$ cat config.mk
export PLATFORM = sky130hd
export DESIGN_NAME = data_mem_param
export DESIGN_NICKNAME = d
export VERILOG_FILES = /design/src/rtl/dm_pkg.sv /design/src/rtl/dm_array.sv /design/src/rtl/data_mem_param.sv
export SDC_FILE = /design/constraint.sdc
export NUM_CORES = 1
export LEC_CHECK = 0
export ABC_AREA = 1
export BUFFER_PORTS_ARGS = -buffer_cell sky130_fd_sc_hd__buf_2
export CORE_ASPECT_RATIO = 0.5
export CORE_MARGIN = 3
export CORE_UTILIZATION = 35
export DETAILED_ROUTE_END_ITERATION = 7
export PLACE_DENSITY_LB_ADDON = 0.08
export SYNTH_ARGS = -nofsm -noshare
export SYNTH_HDL_FRONTEND = slang
export SYNTH_SLANG_ARGS = --single-unit
$ cat constraint.sdc
create_clock -name clk -period 4.2 [get_ports clk]
set_input_delay 0.21 -clock clk [delete_from_list [all_inputs] [get_ports clk]]
set_output_delay 0.21 -clock clk [all_outputs]
set_load 0.01 [all_outputs]
$ cat src/rtl/dm_pkg.sv
// dm_pkg: shared state encoding and default geometry for the parametrised data memory.
`default_nettype none

package dm_pkg;

  typedef enum logic [0:0] {
    DM_CLEAR = 1'b0,
    DM_READY = 1'b1
  } dm_state_t;

  localparam int DM_DATA_W = 16;
  localparam int DM_ADDR_W = 8;
  localparam int DM_DEPTH  = 64;
  localparam int DM_MON_W  = 4;

endpackage

`default_nettype wire

$ cat src/rtl/dm_array.sv
// dm_array: DATA_W x DEPTH storage with one synchronous write port and two combinational read ports.
`default_nettype none

module dm_array #(
  parameter int DATA_W = 16,
  parameter int DEPTH  = 64,
  parameter int IDX_W  = 6
) (
  input  logic              clk,
  input  logic              we,
  input  logic [IDX_W-1:0]  waddr,
  input  logic [DATA_W-1:0] wdata,
  input  logic [IDX_W-1:0]  raddr_a,
  output logic [DATA_W-1:0] rdata_a,
  input  logic [IDX_W-1:0]  raddr_b,
  output logic [DATA_W-1:0] rdata_b
);

  logic [DATA_W-1:0] mem [DEPTH];

  always_ff @(posedge clk) begin
    if (we) begin
      mem[waddr] <= wdata;
    end
  end

  // Indices past DEPTH-1 are masked by the parent before reaching any output.
  assign rdata_a = mem[raddr_a];
  assign rdata_b = mem[raddr_b];

endmodule

`default_nettype wire

$ cat src/rtl/data_mem_param.sv
// data_mem_param: parametrised data memory with post-reset clear sequencer,
// busy gating and a sticky out-of-range write flag.
`default_nettype none

module data_mem_param
  import dm_pkg::*;
#(
  parameter int DATA_W       = DM_DATA_W,
  parameter int ADDR_W       = DM_ADDR_W,
  parameter int DEPTH        = DM_DEPTH,
  parameter int MON_W        = DM_MON_W,
  parameter bit CLEAR_ON_RST = 1'b1
) (
  input  logic              clk,
  input  logic              rst,
  input  logic [ADDR_W-1:0] addr,
  input  logic [DATA_W-1:0] wdata,
  input  logic              w_en,
  output logic [DATA_W-1:0] rdata,
  input  logic [MON_W-1:0]  monitor_addr,
  output logic [DATA_W-1:0] monitor_data,
  output logic              busy,
  output logic              addr_err
);

  localparam int IDX_W = (DEPTH > 1) ? $clog2(DEPTH) : 1;
  localparam int MX_W  = (MON_W > IDX_W) ? MON_W : IDX_W;

  // One extra bit so DEPTH == 2^width still compares correctly.
  localparam logic [ADDR_W:0]  DEPTH_A = (ADDR_W + 1)'(DEPTH);
  localparam logic [MX_W:0]    DEPTH_M = (MX_W + 1)'(DEPTH);
  localparam logic [IDX_W-1:0] LAST    = IDX_W'(DEPTH - 1);

  dm_state_t         state;
  logic [IDX_W-1:0]  ptr;

  logic              addr_ok;
  logic              mon_ok;
  logic [MX_W-1:0]   mon_ext;
  logic [IDX_W-1:0]  addr_idx;
  logic [IDX_W-1:0]  mon_idx;

  logic              wr_en;
  logic [IDX_W-1:0]  wr_idx;
  logic [DATA_W-1:0] wr_data;
  logic [DATA_W-1:0] rd_word;
  logic [DATA_W-1:0] mon_word;

  assign addr_ok  = {1'b0, addr} < DEPTH_A;
  assign mon_ext  = MX_W'(monitor_addr);
  assign mon_ok   = {1'b0, mon_ext} < DEPTH_M;
  assign addr_idx = addr[IDX_W-1:0];
  assign mon_idx  = mon_ext[IDX_W-1:0];

  // Single write port: clear sequencer owns it while busy, datapath otherwise.
  always_comb begin
    wr_en   = 1'b0;
    wr_idx  = addr_idx;
    wr_data = wdata;
    if (!rst) begin
      if (state == DM_CLEAR) begin
        wr_en   = 1'b1;
        wr_idx  = ptr;
        wr_data = '0;
      end else if (w_en && !busy && addr_ok) begin
        wr_en = 1'b1;
      end
    end
  end

  always_ff @(posedge clk) begin
    if (rst) begin
      state    <= CLEAR_ON_RST ? DM_CLEAR : DM_READY;
      busy     <= CLEAR_ON_RST;
      ptr      <= '0;
      addr_err <= 1'b0;
    end else begin
      if (w_en && !busy && !addr_ok) begin
        addr_err <= 1'b1;
      end
      if (state == DM_CLEAR) begin
        if (ptr == LAST) begin
          state <= DM_READY;
          busy  <= 1'b0;
        end else begin
          ptr <= ptr + IDX_W'(1);
        end
      end
    end
  end

  dm_array #(
    .DATA_W (DATA_W),
    .DEPTH  (DEPTH),
    .IDX_W  (IDX_W)
  ) u_array (
    .clk     (clk),
    .we      (wr_en),
    .waddr   (wr_idx),
    .wdata   (wr_data),
    .raddr_a (addr_idx),
    .rdata_a (rd_word),
    .raddr_b (mon_idx),
    .rdata_b (mon_word)
  );

  assign rdata        = (!busy && addr_ok) ? rd_word : '0;
  assign monitor_data = mon_ok ? mon_word : '0;

endmodule

`default_nettype wire

==> flow_results.org, run 1 <==
** Floorplanning
- Core outline area :: 127000 µm²
- The initialized floorplan defines 92 standard-cell rows.
- The floorplan step defined a die boundary enclosing 133000 µm².
- Die boundary width :: roughly 510 µm
- Starting utilization of the core area :: a little over a third
- Die outline height :: 259 µm
- In this run the count of I/O pins placed on the die edge is 65.

** GRT
- Global routing finished with a remaining overflow of 0.
- The number of antenna violations at the first check in global routing is 7.
- Total GRT Usage :: 21.5%
- In the global route stage, met3 resource usage came out at under 10%.
- Global routing's busiest layer :: met1
- Met2 track utilization from global routing :: 31.5%
- Entering global routing, the biggest net connects 155 pins.
- Global-route wire length before repair :: 210000 µm
- Global routing used around 33% of the available met1 tracks.
- Via count of the first global-routing pass :: 29200

** Critical path
- Max Fanout on Critical Path :: 154
- For the worst flop-to-flop path, the logic depth is 6.
- Startpoint type of the worst setup path :: input pin
- In this run the critical register-to-register path is launched from state.
- STA puts the critical path data required time at between 3000 and 4000 ps.
- R2r endpoint :: u_array.mem[39][6]
- Arrival time at the worst endpoint :: ~3200 ps
- The critical path is of the in -> out type.
- Internal reg-to-reg setup slack :: 1380 ps
- Critical path capture point type :: output pin

** Place
- Input and output buffers added on the ports amount to 64.
- DP Area :: ~47000 µm²
- At the end of routability-driven placement, the weighted congestion stood at 0.813.
- HPWL reported at the end of detailed placement :: 83500 µm

** Yosys
- Synth async-reset ratio :: 0%
- Number of synthesized flops with an enable pin :: 1024
- Most used DFF post-synth :: edfxtp_1
- The number of different library cells used by synthesis comes to 32.
- After synthesis, flip-flops and latches occupy 68.9% of the total area.
- Dividing the synthesized area by the synthesized cell count gives 11.2 µm².
- Post-synthesis net count :: 4049
- Mapped Area :: 44900 µm²
- Yosys reg bits :: 1033
- Synthesis produced a netlist whose cell count is between 4000 and 5000.
- Yosys printed 0 warnings.

** Timing
- Slew @ Worst Pin :: approximately 1200 ps
- Unrepaired setup endpoints after global routing :: no
- Final slew viol count :: 0
- Hold Violations, Final :: 0
- After layout, the minimum clock period comes to ~3400 ps.
- Maximum clock frequency :: 0.290 GHz
- Worst slew margin relative to its limit :: 18.4%
- Summed over all failing endpoints, the final setup total negative slack is 0 ps.
- Post-route fraction of the period consumed by the critical path :: between 80% and 90%
- Final-report setup violation count :: 0
- Between clock sinks in the finished design, the worst skew comes to 33.9 ps.

** Cells and area
- The finished cells cover slightly above 50000 µm².
- Summing all flip-flop and latch instances after layout gives 30900 µm².
- Share of post-route cells with drive strength above 1 :: 10.0%
- The layout has between 10000 and 15000 filler cells.
- The final layout contains 4103 nets.
- The multi-input combinational cells in the finished layout cover a total of about 12000 µm².
- Area growth from synthesis to final layout :: 12.6%

** Clock network
- The H-tree was split into 3 levels.
- Clock root cell :: clkbuf_16
- In this run, CTS created clock tree buffers numbering around 100.
- CTS Buffer Depth :: 3
- Clock latency on the worst-skew pair :: 720 ps
- Clock sink total :: 1033
- Clock-pin slew was measured on the worst setup and hold paths at 60 ps.
- TritonCTS clock tree :: yes
- Post-CTS repair timing setup buffer count :: 0

** Routing
- In the final routed layout, each cell accounts on average for 24.9 µm.
- Via density per instance :: 5.27
- For this block, the via count after detailed routing is between 30000 and 40000.
- After detailed routing, the number of remaining DRC violations is 0.
- TritonRoute pass-1 iters :: 6
- Wires add up to roughly 150000 µm.
- The count of nets left with antenna violations once routing finished came out at 0.
- DR iter-0 viols :: 3430

** Outcome
- The run finished with clean final reports.

** Flow run
- Reported max-cap violation count :: 0

** Min path
- The worst hold path belongs to the class in -> reg.
- HP Start :: wdata[10]
- Number of cells on the worst hold path :: 3
- Worst hold path endpoint :: u_array.mem[53][10]

** Pwr
- Pleak :: 18.5 nW
- Ratio of total power to cell area :: 439 nW/µm²
- Max rail drop VDD :: 312 µV
==> layout by cell type, fill, tap and decap left out, types with 2 or more instances in the layout <==
master and count:
a21oi_1 83, buf_12 20, buf_2 60, buf_4 132, buf_6 2, buf_8 2
bufinv_16 10, clkbuf_1 19, clkbuf_16 101, clkinv_1 30, clkinv_2 16, clkinv_8 2
dfxtp_1 9, diode_2 2, dlygate4sd3_1 6, edfxtp_1 1024, inv_1 100, inv_2 3
inv_6 4, mux2i_1 64, nand2_1 1312, nand3_1 888, nand4_1 9, nor2_1 38
nor2_2 29, nor2_4 17, nor3_1 5, nor4_2 8, o211ai_1 64, o21ai_0 78
o21ai_1 2, o21ai_2 4
==> through the flow <==
step                      cells  worst slack, ps  hold slack (ps)  util, %  total power, mW
after floorplan            4017             1090              372        -             12.7
after global placement     5656             1020              437     37.4             13.4
after detailed placement   5656             1040              446     37.4             13.4
after CTS                  5844             1040             22.4     39.9             22.4
after global routing       5845              851             53.9     39.9             23.0
final                      5846              752             75.1     39.9             22.2
==> worst max path at each step <==
stage          startpoint                  to  slack [ps]  cells past startpoint
4_1_cts           addr[0]            rdata[4]        1040                     12
6_report          addr[0]            rdata[0]         750                     12
5_1_grt           addr[0]            rdata[8]         850                     12
2_1_floorplan       state  u_array.mem[24][0]        1090                      6
3_5_place_dp      addr[0]            rdata[4]        1040                     12
3_3_place_gp      addr[0]            rdata[4]        1020                     12
==> kinds of logic (layout without fill, tap and decap cells) <==
family | count (synthesis) | after routing | share of synthesized area, %
buffers and inverters | 375 | 510 | 4.68
multiplexers | 64 | 64 | 1.43
other | 0 | 2 | 0
adder cells (fa/ha/maj) | 1 | 1 | 0.0279
AND/OR/NAND/NOR | 2311 | 2311 | 22.0
AO/OA/AOI/OAI | 233 | 233 | 3.00
flip-flops | 1033 | 1033 | 68.9
==> cell usage after synthesis (41+ instances only) <==
cell,number,area [µm²]
buf_4,43,323
buf_1,41,154
buf_6,48,541
clkbuf_1,57,214
o21ai_0,78,390
inv_1,101,379
buf_2,75,375
mux2i_1,64,641
nand2_1,1312,4920
edfxtp_1,1024,30700
nor2_1,83,312
nand3_1,888,4440
o211ai_1,64,480
a21oi_1,83,415
==> critical path, stage by stage <==
cell       delay, ps
buf_8            240
clkinv_16        240
buf_12           540
nand2_1          100
nand3_1           90
nand3_1          190
nand2_1          170
nand2_1          100
nand3_1          250
nand3_1          180
a21oi_1           90
buf_2            200
==> layout make-up <==
cell class	instances	area share [%]
multi-input cells	2609	23.9
well taps	1692	4.19
flip-flops and latches	1033	61.2
clock inverters	62	1.11
repair buffers	222	3.57
inverters	106	0.864
clock buffers	120	5.14
diodes	2	0.00990
==> layer usage <==
metal / vias to the layer above / part of all wire (%)
met4: 0 / 2.2
met3: 162 / 7.1
met5: - / 0
met2: 1017 / 43
met1: 15400 / 48
li1: 14300 / -
==> sequential cells by signal, indices dropped and copies added (netlist names) <==
| name | flops |
|---|---|
| state | 1 |
| ptr | 6 |
| u_array.mem | 1024 |
| addr_err | 1 |
| busy | 1 |
==> power breakdown <==
group	internal (mW)	switching, mW
clock	5.01	3.98
combinational	0.425	1.35
sequential	11.4	0.0182
==> repair_timing <==
item | 4_1_cts | 5_1_grt
gates resized for setup | 0 | 0
hold buffers | 6 | 0
hold endpoints to repair | 32 | 0
Power figures use the tool's default switching activity.
==> inputs of run 2 (changes only) <==
- ABC_AREA: 1 -> 0
- clock period: 4.2 -> 3.5 ns (I/O delays scaled with it)
==> run 2 against run 1 <==
First-iteration DRC count fell by 31%. Clock power rose by 22%. Sequential share of layout area rose by 2.4 points. Cell count fell by 34%. Clock skew rose by 12 ps. Sequential power rose by 20%. Critical path depth fell by 4. Global-route usage fell by 1.0 points. Count of clock-buffer cells in the layout rose by 6. Utilization rose by 1.7 points. Total power rose by 18%. Critical endpoint unchanged. Highest routed layer is now met5.
==> flow_results.org, run 2 <==
** Outcome
- Status :: complete, no violations

** Pwr
- Sequential share of power :: 52.1%
- Combinational logic burns between 6 and 7% of the power.
- Switching Power :: between 5 and 6 mW
- Internal power comes to 20.5 mW.
- Per report_power, the clock group accounts for roughly two fifths of the total.
- For this design the static power due to leakage is 15.5 nW.
- Power spread over the standard cell area amounts to 539 nW/µm².
- Overall power consumption after layout is estimated at 26.2 mW.
- Net switching is 21.9% of the power.
- Max rail drop VDD :: 351 µV

** Timing
- Hold Slack :: approximately 120 ps
- Across all setup checks in the final design, the least slack found is 193 ps.
- The max-slew violation count was 0.
- Clock skew on the completed layout was measured at 46.0 ps.
- Total Negative Setup Slacks :: 0 ps
- The final critical path takes up 94.5% of the cycle.
- Hold Violations, Final :: 0
- Final-report setup violation count :: 0
- Based on the critical path, the design can be clocked at up to 0.302 GHz.
- Slew @ Worst Pin :: 999 ps
- Setup repair after global routing left no endpoint under its margin.
- Worst slew margin relative to its limit :: 33.1%
- Counting I/O delays and the setup requirement, the final critical path takes roughly 3300 ps.

** Critical path
- The worst register-to-register path has a depth of 7.
- The worst register-to-register path begins at state.
- CP Data Required Time :: 3320 ps
- Max Fanout on Critical Path :: 6
- Critical path capture point type :: output pin
- R2r endpoint :: u_array.mem[14][3]
- Startpoint type of the worst setup path :: register
- Arrival time at the worst endpoint :: 3130 ps
- By startpoint and endpoint, the worst setup path is classified as reg -> out.
- Setup slack on the worst reg-to-reg path comes out at 730 ps.

** Cells and area
- In the final design database the tool counted around 2200 nets.
- The register with the most flip-flops in the layout has 1024 of them.
- For this run, the number of standard cells in the final layout without fillers is 3855.
- Register bank with the most flops :: u_array.mem
- Of the cells placed in the final design, the portion with a size suffix greater than 1 is around a third.
- Cells fill 41.6% of the core in the end.
- The library cell used most frequently in the layout, excluding fill and tap cells, is edfxtp_1.
- The layout has 10400 filler cells.
- Area growth from synthesis to final layout :: 16.4%
- The largest registers in the layout are u_array.mem (1024), ptr (6).
- After routing the design area is 48700 µm².
- In the layout the commonest cells are edfxtp_1, mux4_2, buf_4, clkbuf_16, nand2_1.

** Yosys
- Counting flops with a built-in enable in the synthesized netlist gives 1024.
- Area share of the largest cell type after synthesis :: 73.5%
- Mapped Area :: 41800 µm²
- Top cell type by total area after synthesis :: edfxtp_1
- Yosys reg bits :: just over 1000
- Synthesis produced a netlist with a net count of approximately 2000.
- Count of cell types in the netlist :: 50
- Of all flip-flops after synthesis, the portion carrying an async set or reset was 0%.
- The most used flip-flop cell after synthesis is edfxtp_1.
- Syn_area_per_cell :: 21.4 µm²
- The commonest cells after synthesis are edfxtp_1, mux4_2, nor2_1.
- Mapped Cells :: 1953
- Leading cell types by total area after synthesis :: edfxtp_1, mux4_2, mux2i_1, nor2_1, nand2_1
- Most used standard cell by instance count after synthesis :: edfxtp_1
- The Yosys step of the flow raised 0 warnings.
- Part of the Yosys area used for sequential elements :: 74.0%

** Floorplanning
- Core outline area :: about 120000 µm²
- Die outline height :: 250 µm
- During I/O placement, the number of pins put on the boundary was 65.
- The initialized floorplan defines just under 90 standard-cell rows.
- Starting utilization of the core area :: 35.8%
- Die area :: 124000 µm²
- Die boundary width :: about 490 µm

** GRT
- The number of antenna violations at the first check in global routing was 4.
- For this run, the total global-route usage over all layers was measured as about a fifth.
- Global-route wire length before repair :: 177000 µm
- The via count of the first global-routing pass is 21800.
- Remaining global-route overflow :: 0
- Entering global routing, the biggest net connects 71 pins.

** Flow run
- The tool flagged a number of max-cap violations equal to 0.

** Place
- DP Area :: 45400 µm²
- At the end of routability-driven placement, the weighted congestion stood at 0.824.
- The wire-length estimate of the detail-placed layout is ~80000 µm.
- Timing analysis after detailed placement gives a worst setup slack of 158 ps.
- Inst Count DP :: 3668
- Buffers placed on the I/O ports in this run total 64.

** Min path
- Worst hold-check path type :: in -> reg
- The worst hold path was traced through 2 stages.
- Worst hold path endpoint :: u_array.mem[18][15]
- HP Start :: wdata[15]

** Clock network
- The later pin in the worst-skew pair is clocked with a latency of 710 ps.
- Clock sink total :: 1033
- Clock root cell :: clkbuf_16
- Inserted Clock Buffers :: 98
- Clock-pin slew was measured on the worst setup and hold paths at 60 ps.
- H-tree depth reported by CTS :: 3
- In this run the post-CTS setup repair buffer count came out at 0.
- CTS Buffer Depth :: 3
- TritonCTS built the clock tree.

** Routing
- Once detail routing completed, the nets flagged for antenna violations numbered 0.
- Dividing the detail-routed wire length by the instance count gives 32.8 µm.
- Via density per instance :: approximately 5.6
- Residual DRC :: 0
- TritonRoute pass-1 iters :: 5
- DR iter-0 viols :: 2352
- Detailed-route via count :: between 20000 and 25000
- Wires add up to about 130000 µm.
run 2: worst max path at each step:
| stage | from | to | slack (ps) | cells past startpoint |
|---|---|---|---|---|
| detailed placement | addr[1] | rdata[0] | 160 | 9 |
| floorplan | busy | u_array.mem[29][0] | 910 | 5 |
| CTS | u_array.mem[37][0] | rdata[0] | 140 | 5 |
| finish | busy | rdata[0] | 190 | 8 |
| global placement | addr[0] | rdata[0] | -330 | 7 |
| global route | busy | rdata[0] | 50 | 8 |
run 2: cell type report:
cell class	count	area (µm²)	area share, %
Inverter	6	22.5	0.0463
Sequential cell	1033	30900	63.5
Antenna cell	2	5.00	0.0103
Timing Repair Buffer	257	2110	4.33
Clock inverter	56	608	1.25
Multi-Input combinational cell	800	10400	21.4
Clock buffer	126	2640	5.43
Tap cell	1575	1970	4.05
run 2: cell families after synthesis:
logic type	Yosys count	synth area share [%]
flip-flops	1033	74.0
multiplexers	387	19.0
AND/OR/NAND/NOR	230	2.44
AO/OA/AOI/OAI	177	2.91
buffers and inverters	120	1.58
XOR/XNOR	5	0.105
adder cells (fa/ha/maj)	1	0.0299
run 2: layer usage:
metal	up-vias	track usage, %	part of all wire (%)
met1	11800	31.6	48
met4	2	4.57	2.1
met2	662	30.1	44
met5	-	0	0.010
met3	144	3.84	5.6
li1	8833	-	-
run 2: timing repair:
| action | CTS | global route |
|---|---|---|
| hold endpoints to repair | 9 | 0 |
| setup endpoints to repair | 1 | 0 |
| gates resized for setup | 1 | 0 |
| hold buffers | 3 | 0 |
run 2: power by group through the flow:
| stage | Clock [mW] | Sequential [mW] | Combinational [mW] |
|---|---|---|---|
| 4_1_cts | 11.2 | 13.7 | 1.62 |
| 2_1_floorplan | 0 | 13.9 | 0.914 |
| 6_report | 11.0 | 13.7 | 1.59 |
| 3_3_place_gp | 0 | 13.9 | 1.61 |
| 5_1_grt | 11.8 | 13.7 | 1.69 |
| 3_5_place_dp | 0 | 13.9 | 1.62 |
run 2: worst max-delay path, stage by stage (launching register included):
cell and delay (ps):
dfxtp_1 310, buf_4 150, nor3_1 180, buf_4 180, nand2_1 80, buf_4 210
a31oi_2 450, a22o_1 590, buf_2 240
